## src/rtl/cellrv32_fifo.sv

```systemverilog
// ---------------------------------------------------------------------------
// cellrv32_fifo
// Generic single-clock ring-buffer FIFO. It is the RX/TX data buffer for the
// byte-oriented peripherals. Status flags feed the peripheral status
// registers and the IRQ logic.
//
// Parameters
//   FIFO_DEPTH : number of entries, power of two, 1..32768
//   FIFO_WIDTH : data element width
//   FIFO_RSYNC : 0 = combinational head read, 1 = registered read data
//   FIFO_SAFE  : 1 = drop writes when full and reads when empty
//   FIFO_GATE  : 1 = rdata_o is all-zero while no valid data is presented
//
// Ports
//   clk_i    in   clock, rising edge
//   rst_i    in   asynchronous reset, active-high
//   clear_i  in   synchronous clear (pointers to zero), beats we_i/re_i
//   wdata_i  in   write data
//   we_i     in   write enable (push)
//   re_i     in   read enable (pop head entry)
//   rdata_o  out  head entry
//   free_o   out  at least one entry free (not full)
//   avail_o  out  at least one entry valid (not empty)
//   half_o   out  fill level >= FIFO_DEPTH/2 (full when FIFO_DEPTH = 1)
// ---------------------------------------------------------------------------
module cellrv32_fifo #(
    parameter int FIFO_DEPTH = 1,
    parameter int FIFO_WIDTH = 32,
    parameter int FIFO_RSYNC = 0,
    parameter int FIFO_SAFE  = 0,
    parameter int FIFO_GATE  = 0
) (
    input  logic                  clk_i,
    input  logic                  rst_i,
    input  logic                  clear_i,
    output logic                  half_o,
    input  logic [FIFO_WIDTH-1:0] wdata_i,
    input  logic                  we_i,
    output logic                  free_o,
    input  logic                  re_i,
    output logic [FIFO_WIDTH-1:0] rdata_o,
    output logic                  avail_o
);

    // Index width; a one-entry FIFO still needs a legal 1-bit index.
    localparam int AW    = $clog2(FIFO_DEPTH);
    localparam int IDX_W = (AW == 0) ? 1 : AW;
    localparam logic [AW:0] HALF_LVL = (AW + 1)'(FIFO_DEPTH / 2);

    if ((FIFO_DEPTH < 1) || (FIFO_DEPTH > 32768) ||
        ((FIFO_DEPTH & (FIFO_DEPTH - 1)) != 0)) begin : g_depth_check
        $error("cellrv32_fifo: FIFO_DEPTH must be a power of two in 1..32768");
    end

    // Pointers carry one extra MSB as a wrap flag so full and empty differ.
    logic [AW:0]            r_wptr;
    logic [AW:0]            r_rptr;
    logic [IDX_W-1:0]       w_widx;
    logic [IDX_W-1:0]       w_ridx;
    logic [AW:0]            w_level;
    logic                   w_full;
    logic                   w_empty;
    logic                   w_we;
    logic                   w_re;
    logic [FIFO_WIDTH-1:0]  w_data;
    logic                   w_valid;

    logic [FIFO_WIDTH-1:0]  r_mem [FIFO_DEPTH];

    if (AW == 0) begin : g_idx_single
        assign w_widx = 1'b0;
        assign w_ridx = 1'b0;
        assign w_full = (r_wptr[0] != r_rptr[0]);
    end else begin : g_idx_multi
        assign w_widx = r_wptr[AW-1:0];
        assign w_ridx = r_rptr[AW-1:0];
        assign w_full = (r_wptr[AW-1:0] == r_rptr[AW-1:0]) &&
                        (r_wptr[AW] != r_rptr[AW]);
    end

    assign w_empty = (r_wptr == r_rptr);
    assign w_level = r_wptr - r_rptr;

    assign free_o  = ~w_full;
    assign avail_o = ~w_empty;
    assign half_o  = (FIFO_DEPTH == 1) ? w_full : (w_level >= HALF_LVL);

    // Safe mode masks the strobes; unsafe mode lets the pointers run free.
    assign w_we = we_i & ((FIFO_SAFE != 0) ? ~w_full  : 1'b1);
    assign w_re = re_i & ((FIFO_SAFE != 0) ? ~w_empty : 1'b1);

    // NOTE: sequential state uses non-blocking (<=) so every register samples
    // pre-edge values; blocking here would create order-dependent races.
    always_ff @(posedge clk_i or posedge rst_i) begin
        if (rst_i) begin
            r_wptr <= '0;
            r_rptr <= '0;
        end else if (clear_i) begin
            r_wptr <= '0;
            r_rptr <= '0;
        end else begin
            if (w_we) r_wptr <= r_wptr + 1'b1;
            if (w_re) r_rptr <= r_rptr + 1'b1;
        end
    end

    // NOTE: the storage array has no reset so it can map onto RAM; the
    // pointers alone define which entries are meaningful.
    always_ff @(posedge clk_i) begin
        if (w_we && !clear_i) begin
            r_mem[w_widx] <= wdata_i;
        end
    end

    if (FIFO_RSYNC != 0) begin : g_rsync
        logic [FIFO_WIDTH-1:0] r_rdata;
        logic                  r_gate;

        // Valid flag is registered alongside the data so the gate lines up
        // with what is actually on the output.
        always_ff @(posedge clk_i or posedge rst_i) begin
            if (rst_i) begin
                r_rdata <= '0;
                r_gate  <= 1'b0;
            end else begin
                r_rdata <= r_mem[w_ridx];
                r_gate  <= ~w_empty;
            end
        end

        assign w_data  = r_rdata;
        assign w_valid = r_gate;
    end else begin : g_rasync
        assign w_data  = r_mem[w_ridx];
        assign w_valid = ~w_empty;
    end

    assign rdata_o = (FIFO_GATE != 0) ? (w_valid ? w_data : '0) : w_data;

endmodule

```

## config.mk

```make
export PLATFORM = sky130hd
export DESIGN_NAME = cellrv32_fifo
export DESIGN_NICKNAME = d
export VERILOG_FILES = /design/src/rtl/cellrv32_fifo.sv
export SDC_FILE = /design/constraint.sdc
export NUM_CORES = 1
export LEC_CHECK = 0
export ABC_AREA = 1
export BUFFER_PORTS_ARGS = -buffer_cell sky130_fd_sc_hd__buf_4
export CORE_AREA = 2 2 56 58
export DETAILED_ROUTE_END_ITERATION = 8
export DIE_AREA = 0 0 58 60
export PLACE_DENSITY = 0.74
export SYNTH_ARGS = -nofsm -noshare
export SYNTH_HDL_FRONTEND = slang
export SYNTH_SLANG_ARGS = --single-unit
```

## constraint.sdc

```tcl
create_clock -name clk_i -period 2.38 [get_ports clk_i]
set_input_delay 0.595 -clock clk_i [delete_from_list [all_inputs] [get_ports clk_i]]
set_output_delay 0.595 -clock clk_i [all_outputs]
set_load 0.02 [all_outputs]
```

==> results of run 1 <==
layer usage:
layer | GRT usage, % | vias up
met1 | 13.2 | 333
met5 | 0 | -
met3 | 7.14 | 7
met2 | 21.6 | 47
met4 | 12.0 | 0
li1 | - | 341
through the flow:
| stage | utilization (%) | area, sq um |
|---|---|---|
| finish | 59.3 | 1720 |
| global route | 59.3 | 1720 |
| CTS | 59.3 | 1720 |
| detailed placement | 57.6 | 1670 |
| global placement | 57.6 | 1670 |
| floorplan | - | 1090 |
kinds of logic after synthesis:
family,Yosys count
flip-flops,34
XOR/XNOR,1
AND/OR/NAND/NOR,12
buffers and inverters,5
worst min-delay path by stage:
stage                from                  to  cells after the start
global placement    rst_i  r_wptr$_DFFE_PP0P_                      2
finish              rst_i  r_wptr$_DFFE_PP0P_                      2
detailed placement  rst_i  r_wptr$_DFFE_PP0P_                      2
CTS                 rst_i  r_wptr$_DFFE_PP0P_                      2
floorplan           rst_i  r_rptr$_DFFE_PP0P_                      1
global route        rst_i  r_wptr$_DFFE_PP0P_                      2
layout make-up:
type	instances	area share, %
well taps	33	2.40
multi-input cells	13	3.27
inverters	4	0.872
clock inverters	2	0.509
clock buffers	6	2.40
repair buffers	73	31.8
flip-flops and latches	34	58.7
flip-flops by register name (all words and copies together), names as in the netlist:
signal and cells:
r_mem 32, r_rptr 1, r_wptr 1
synth_stat cells, drive strengths merged:
library cell	instances	area, sq um
buf	1	7.51
dfrtp	2	50.1
edfxtp	32	961
inv	4	15.0
nand2	5	18.8
nor2	7	26.3
xnor2	1	8.76
where the power goes:
| group | switching [mW] | leakage [nW] | internal, mW |
|---|---|---|---|
| sequential | 0.0135 | 0.326 | 0.698 |
| combinational | 0.0957 | 0.403 | 0.0950 |
| clock | 0.179 | 0.0297 | 0.111 |
==> qor.yml, run 1 <==
setup_path:
  buffers_inverters_on_critical_path: 2
  worstReg2RegStart: "r_wptr$_DFFE_PP0P_"
  critical_path_s_top_delay_family: "flip-flops"
  critical_path_class: "reg2out"
  worst-endpoint-arrival_ns: 1.23
  reg2regPathDepth: 2
  critical_path.endpoint_type: "output port"
  timing.critical_path.slowest_stage_cell: "sky130_fd_sc_hd__dfrtp_1"
  source_of_the_critical_timing_path: "r_wptr$_DFFE_PP0P_"
  r2r_slack_ns: 1.64
  critical_path.cell_chain: "nand2_1 -> inv_1 -> nor2_1 -> buf_4"
  critical-path-max-stage-delay_ns: 0.44
  worstReg2RegEnd: "r_wptr$_DFFE_PP0P_"
  worst-endpoint-required_ns: 1.78
  start_kind: "flop"
  endpoint: "avail_o"
  crit_path_max_fanout: 5
  timing.critical_path.depth: 4
sta:
  slew_limit_fails: 0
  fin_ws_ns: 0.554
  minimum_clock_period_after_layout_ns: 1.83
  rsz0062_at_grt: "no"
  timing.final.hold_violations: 0
  skew_ns: 0
  hold-worst-slack_ns: 0.100
  highest_achievable_clock_rate_mhz: 548
  max-slew-margin-rel_pct: 86.3
  totalNegativeSetupSlack_ns: 0
  min_period_over_period_pct: 76.7
  finalSetupViolCount: 0
  tightest_slew_ns: 0.205
drt:
  met3WireLength_um: 278
  postRouteWirelength_um: 2110
  vias: 728
  average_wire_per_standard_cell_um: 12.8
  route.top_layer_used: "met4"
  wl_met1_um: 686
  drcViolationCount: 0
  1st_iter_drt_viols: 8
  wl_met2_um: 1080
  drt_pre_antenna_iters: 2
  via_per_inst: 4.41
  ant_nets: 0
placement:
  gp_congestion: 0.668
  preCtsSetupSlack_ns: 0.932
  placed_cells_incl_taps: 157
  hpwl_um: 1630
  buffer_ports.inserted: 71
cts:
  clk-insertion-delay-late_ns: 0.33
  post-cts-setup-buffer-count: 0
  cts.sinks: 34
  cts_root_buffer: "sky130_fd_sc_hd__clkbuf_4"
  htreeDepth: 2
  cts_clock_pin_slew_for_the_worst_setup_and_hold_paths_ns: 0.10
  post_cts_hold_buffer_count: 0
  cts-root-to-sink-buffers: 2
  cts_made_buffers: 5
  cts_tree: "built"
  post_cts_resize_count: 0
yosys:
  post_synth_and_or_nand_nor_area_fraction_pct: 4.14
  ys_seq_elements: 34
  synth_area_per_inst_sq_um: 20.9
  share_of_synthesized_area_occupied_by_flip_flops_and_latches_pct: 93.0
  synth_compound_gate_area_share_pct: 0
  synth_mux_area_share_pct: 0
  synth-warning-count: 0
  synth_top_family_by_area: "simple AND/OR/NAND/NOR gates"
  syn_inst: 52
  post_synth_xor_area_fraction_pct: 0.806
  synth.distinct_cells: 7
  synth_adder_area_share_pct: 0
  cell_area_after_synthesis_sq_um: 1090
  synth_nets: 89
die:
  top_level_ports: 72
  initial_utilization_pct: 37.5
  die_y_um: 60
  fp.dieArea_sq_um: 3480
  row_count: 20
  floorplan.core_area_sq_um: 2900
  die_w_um: 58
final_layout:
  fillers: 254
  layout_common_cells: "sky130_fd_sc_hd__buf_4 (73), sky130_fd_sc_hd__edfxtp_1 (32), sky130_fd_sc_hd__nor2_1 (6), sky130_fd_sc_hd__nand2_1 (5), sky130_fd_sc_hd__clkbuf_4 (5)"
  multi_input_comb_area_sq_um: 56.3
  antenna_cells_inserted: 0
  finalNetCount: 168
  layout-area-overhead-vs-synth_pct: 58.3
  final-seq-area_sq_um: 1010
  final_cell_count_no_fill: 165
  layout_commonest_cell: "sky130_fd_sc_hd__buf_4"
  drive_above_1_share_pct: 60.6
grt:
  grt_first_pass_wirelength_um: 3240
  antenna_found_initial: 0
  grt_use_total_pct: 13.8
  gr-total-overflow: 0
  grt_pass1_vias: 767
  grt_start_max_net_pins: 17
pwr:
  leakagePower_nw: 0.758
  power.density_cell_area_nw_per_um2: 692
  ir_worst_vdd_v: 0.000427
  fin_total_pwr_mw: 1.19
min_path:
  hold_path_class: "in2async"
outcome:
  outcome: "complete, no violations"
job:
  maxCapViolCount: 0
No activity file was read; power rests on OpenSTA's default activity.
==> run 2: changes to the inputs <==
==> constraint.sdc (replaced) <==
create_clock -name clk_i -period 1.75 [get_ports clk_i]
set_input_delay 0.4375 -clock clk_i [delete_from_list [all_inputs] [get_ports clk_i]]
set_output_delay 0.4375 -clock clk_i [all_outputs]
set_load 0.02 [all_outputs]
==> run 2 against run 1 <==
Against the previous run:
- wire length about the same
- die area unchanged
- largest cell class unchanged
- critical endpoint unchanged
- clock-buffer cell count unchanged
- highest routed layer unchanged
- setup slack got worse by 0.47 ns
==> qor.yml, run 2 (synthesized netlist as in run 1, its figures left out) <==
die:
  fp.dieArea_sq_um: 3480  # unchanged
  die_w_um: 58  # unchanged
  initial_utilization_pct: 37.5  # unchanged
  top_level_ports: 72  # unchanged
  die_y_um: 60  # unchanged
  row_count: 20  # unchanged
  floorplan.core_area_sq_um: 2900  # unchanged
sta:
  minimum_clock_period_after_layout_ns: 1.67
  highest_achievable_clock_rate_mhz: 599
  min_period_over_period_pct: 95.3
  tightest_slew_ns: 0.205  # unchanged
  max-slew-margin-rel_pct: 86.3  # unchanged
  rsz0062_at_grt: "no"  # unchanged
  totalNegativeSetupSlack_ns: 0  # unchanged
  finalSetupViolCount: 0  # unchanged
  hold-worst-slack_ns: 0.273  # was 0.100 ns
  timing.final.hold_violations: 0  # unchanged
  skew_ns: 0  # unchanged
  slew_limit_fails: 0  # unchanged
final_layout:
  layout_common_cells: "sky130_fd_sc_hd__buf_4 (73), sky130_fd_sc_hd__edfxtp_1 (32), sky130_fd_sc_hd__nor2_1 (6), sky130_fd_sc_hd__nand2_1 (5), sky130_fd_sc_hd__clkbuf_4 (5)"  # unchanged
  layout-area-overhead-vs-synth_pct: 59.3  # was 58.3%
  biggest_register: "r_mem"  # unchanged
  largest_register_ff_count: 32  # unchanged
  fillers: 253  # was 254
  antenna_cells_inserted: 0  # unchanged
  finalNetCount: 169  # was 168
  layout_commonest_cell: "sky130_fd_sc_hd__buf_4"  # unchanged
  registers_with_the_most_flip_flops: "r_mem x32, r_rptr x1, r_wptr x1"  # unchanged
  drive_above_1_share_pct: 60.2  # was 60.6%
cts:
  cts.sinks: 34  # unchanged
  htreeDepth: 2  # unchanged
  cts_clock_pin_slew_for_the_worst_setup_and_hold_paths_ns: 0.10  # about the same
  clk-insertion-delay-late_ns: 0.33  # about the same
  cts_root_buffer: "sky130_fd_sc_hd__clkbuf_4"  # unchanged
  cts_tree: "built"  # unchanged
  cts_made_buffers: 5  # unchanged
  cts-root-to-sink-buffers: 2  # unchanged
grt:
  antenna_found_initial: 0  # unchanged
  grt_pass1_vias: 773  # was 767
  grt_start_max_net_pins: 17  # unchanged
  grt_first_pass_wirelength_um: 3260  # was 3240 um
  grt_use_total_pct: 13.8  # about the same
  gr-total-overflow: 0  # unchanged
placement:
  buffer_ports.inserted: 71  # unchanged
  hpwl_um: 1630  # unchanged
  gp_congestion: 0.668  # unchanged
drt:
  vias: 732  # was 728
  drt_pre_antenna_iters: 2  # unchanged
  postRouteWirelength_um: 2110  # about the same
  1st_iter_drt_viols: 8  # unchanged
  via_per_inst: 4.41  # about the same
  drcViolationCount: 0  # unchanged
  ant_nets: 0  # unchanged
  average_wire_per_standard_cell_um: 12.7  # was 12.8 um
pwr:
  leakagePower_nw: 0.763  # was 0.758 nW
  ir_worst_vdd_v: 0.000581  # was 0.000427 V
  power.density_cell_area_nw_per_um2: 937  # was 692 nW/um^2
setup_path:
  critical_path.endpoint_type: "output port"  # unchanged
  crit_path_max_fanout: 5  # unchanged
  worst-endpoint-arrival_ns: 1.23  # about the same
  worstReg2RegStart: "r_wptr$_DFFE_PP0P_"  # unchanged
  worst-endpoint-required_ns: 1.31  # was 1.78 ns
  source_of_the_critical_timing_path: "r_wptr$_DFFE_PP0P_"  # unchanged
  start_kind: "flop"  # unchanged
  critical_path_class: "reg2out"  # unchanged
outcome:
  outcome: "complete, no violations"  # unchanged
min_path:
  worst_min_path_start: "wdata_i[26]"
  hold_path_class: "in2reg"  # was in2async
job:
  maxCapViolCount: 0  # unchanged
## run 2: cell count changes in the layout (fill, tap and decap cells not counted)
cell and change:
sky130_fd_sc_hd__dlygate4sd3_1 +1
## run 2: metrics by stage
stage | utilization, % | power [mW] | area, sq um | setup slack (ns) | cells
5_1_grt | 59.7 | 1.70 | 1730 | 0.00186 | 166
4_1_cts | 59.7 | 1.65 | 1730 | 0.0561 | 166
2_1_floorplan | - | 1.09 | 1090 | 0.0472 | 52
3_3_place_gp | 57.6 | 1.24 | 1670 | 0.523 | 157
6_report | 59.7 | 1.62 | 1730 | 0.0818 | 166
3_5_place_dp | 57.6 | 1.25 | 1670 | 0.459 | 157
## run 2: final timing paths
check	endpoint	slack, ns	cells past startpoint
worst max-delay path	avail_o	0.08	4
worst min-delay path	r_mem[0][26]$_DFFE_PP_	0.27	1
worst min register to register	r_wptr$_DFFE_PP0P_	0.63	3
min in group asynchronous	r_wptr$_DFFE_PP0P_	0.49	3
max in group asynchronous	r_rptr$_DFFE_PP0P_	1.15	3
worst max register to register	r_wptr$_DFFE_PP0P_	1.01	2
## run 2: repair_timing
action | in CTS | in global routing
hold endpoints to repair | 2 | 0
hold buffers | 1 | 0
gates resized for setup | 0 | 0
setup buffers | 0 | 0
## run 2: power breakdown
part / internal (mW) / switching [mW] / leakage, nW
Clock: 0.151 / 0.243 / 0.0297
Sequential: 0.949 / 0.0183 / 0.326
Combinational: 0.131 / 0.130 / 0.407
Total: 1.23 / 0.391 / 0.763
## run 2: per-layer routing
layer,part of all wire [%],vias up,global-route usage (%)
met5,0,-,0
met4,3.2,0,12.0
met3,13,7,7.14
li1,-,343,-
met2,51,47,21.9
met1,33,335,13.2
## run 2: final cells by class
type | count | area (sq um) | area share [%]
multi-input combinational | 13 | 56.3 | 3.25
sequential | 34 | 1010 | 58.4
timing repair buffer | 74 | 558 | 32.2
inverter | 4 | 15.0 | 0.867
clock buffer | 6 | 41.3 | 2.38
tap | 33 | 41.3 | 2.38
clock inverter | 2 | 8.76 | 0.506
## run 2: worst max-delay path, cell delays in order, from the launching register on
cell and delay (ns):
sky130_fd_sc_hd__dfrtp_1 0.44, sky130_fd_sc_hd__nand2_1 0.09, sky130_fd_sc_hd__inv_1 0.04, sky130_fd_sc_hd__nor2_1 0.15, sky130_fd_sc_hd__buf_4 0.17
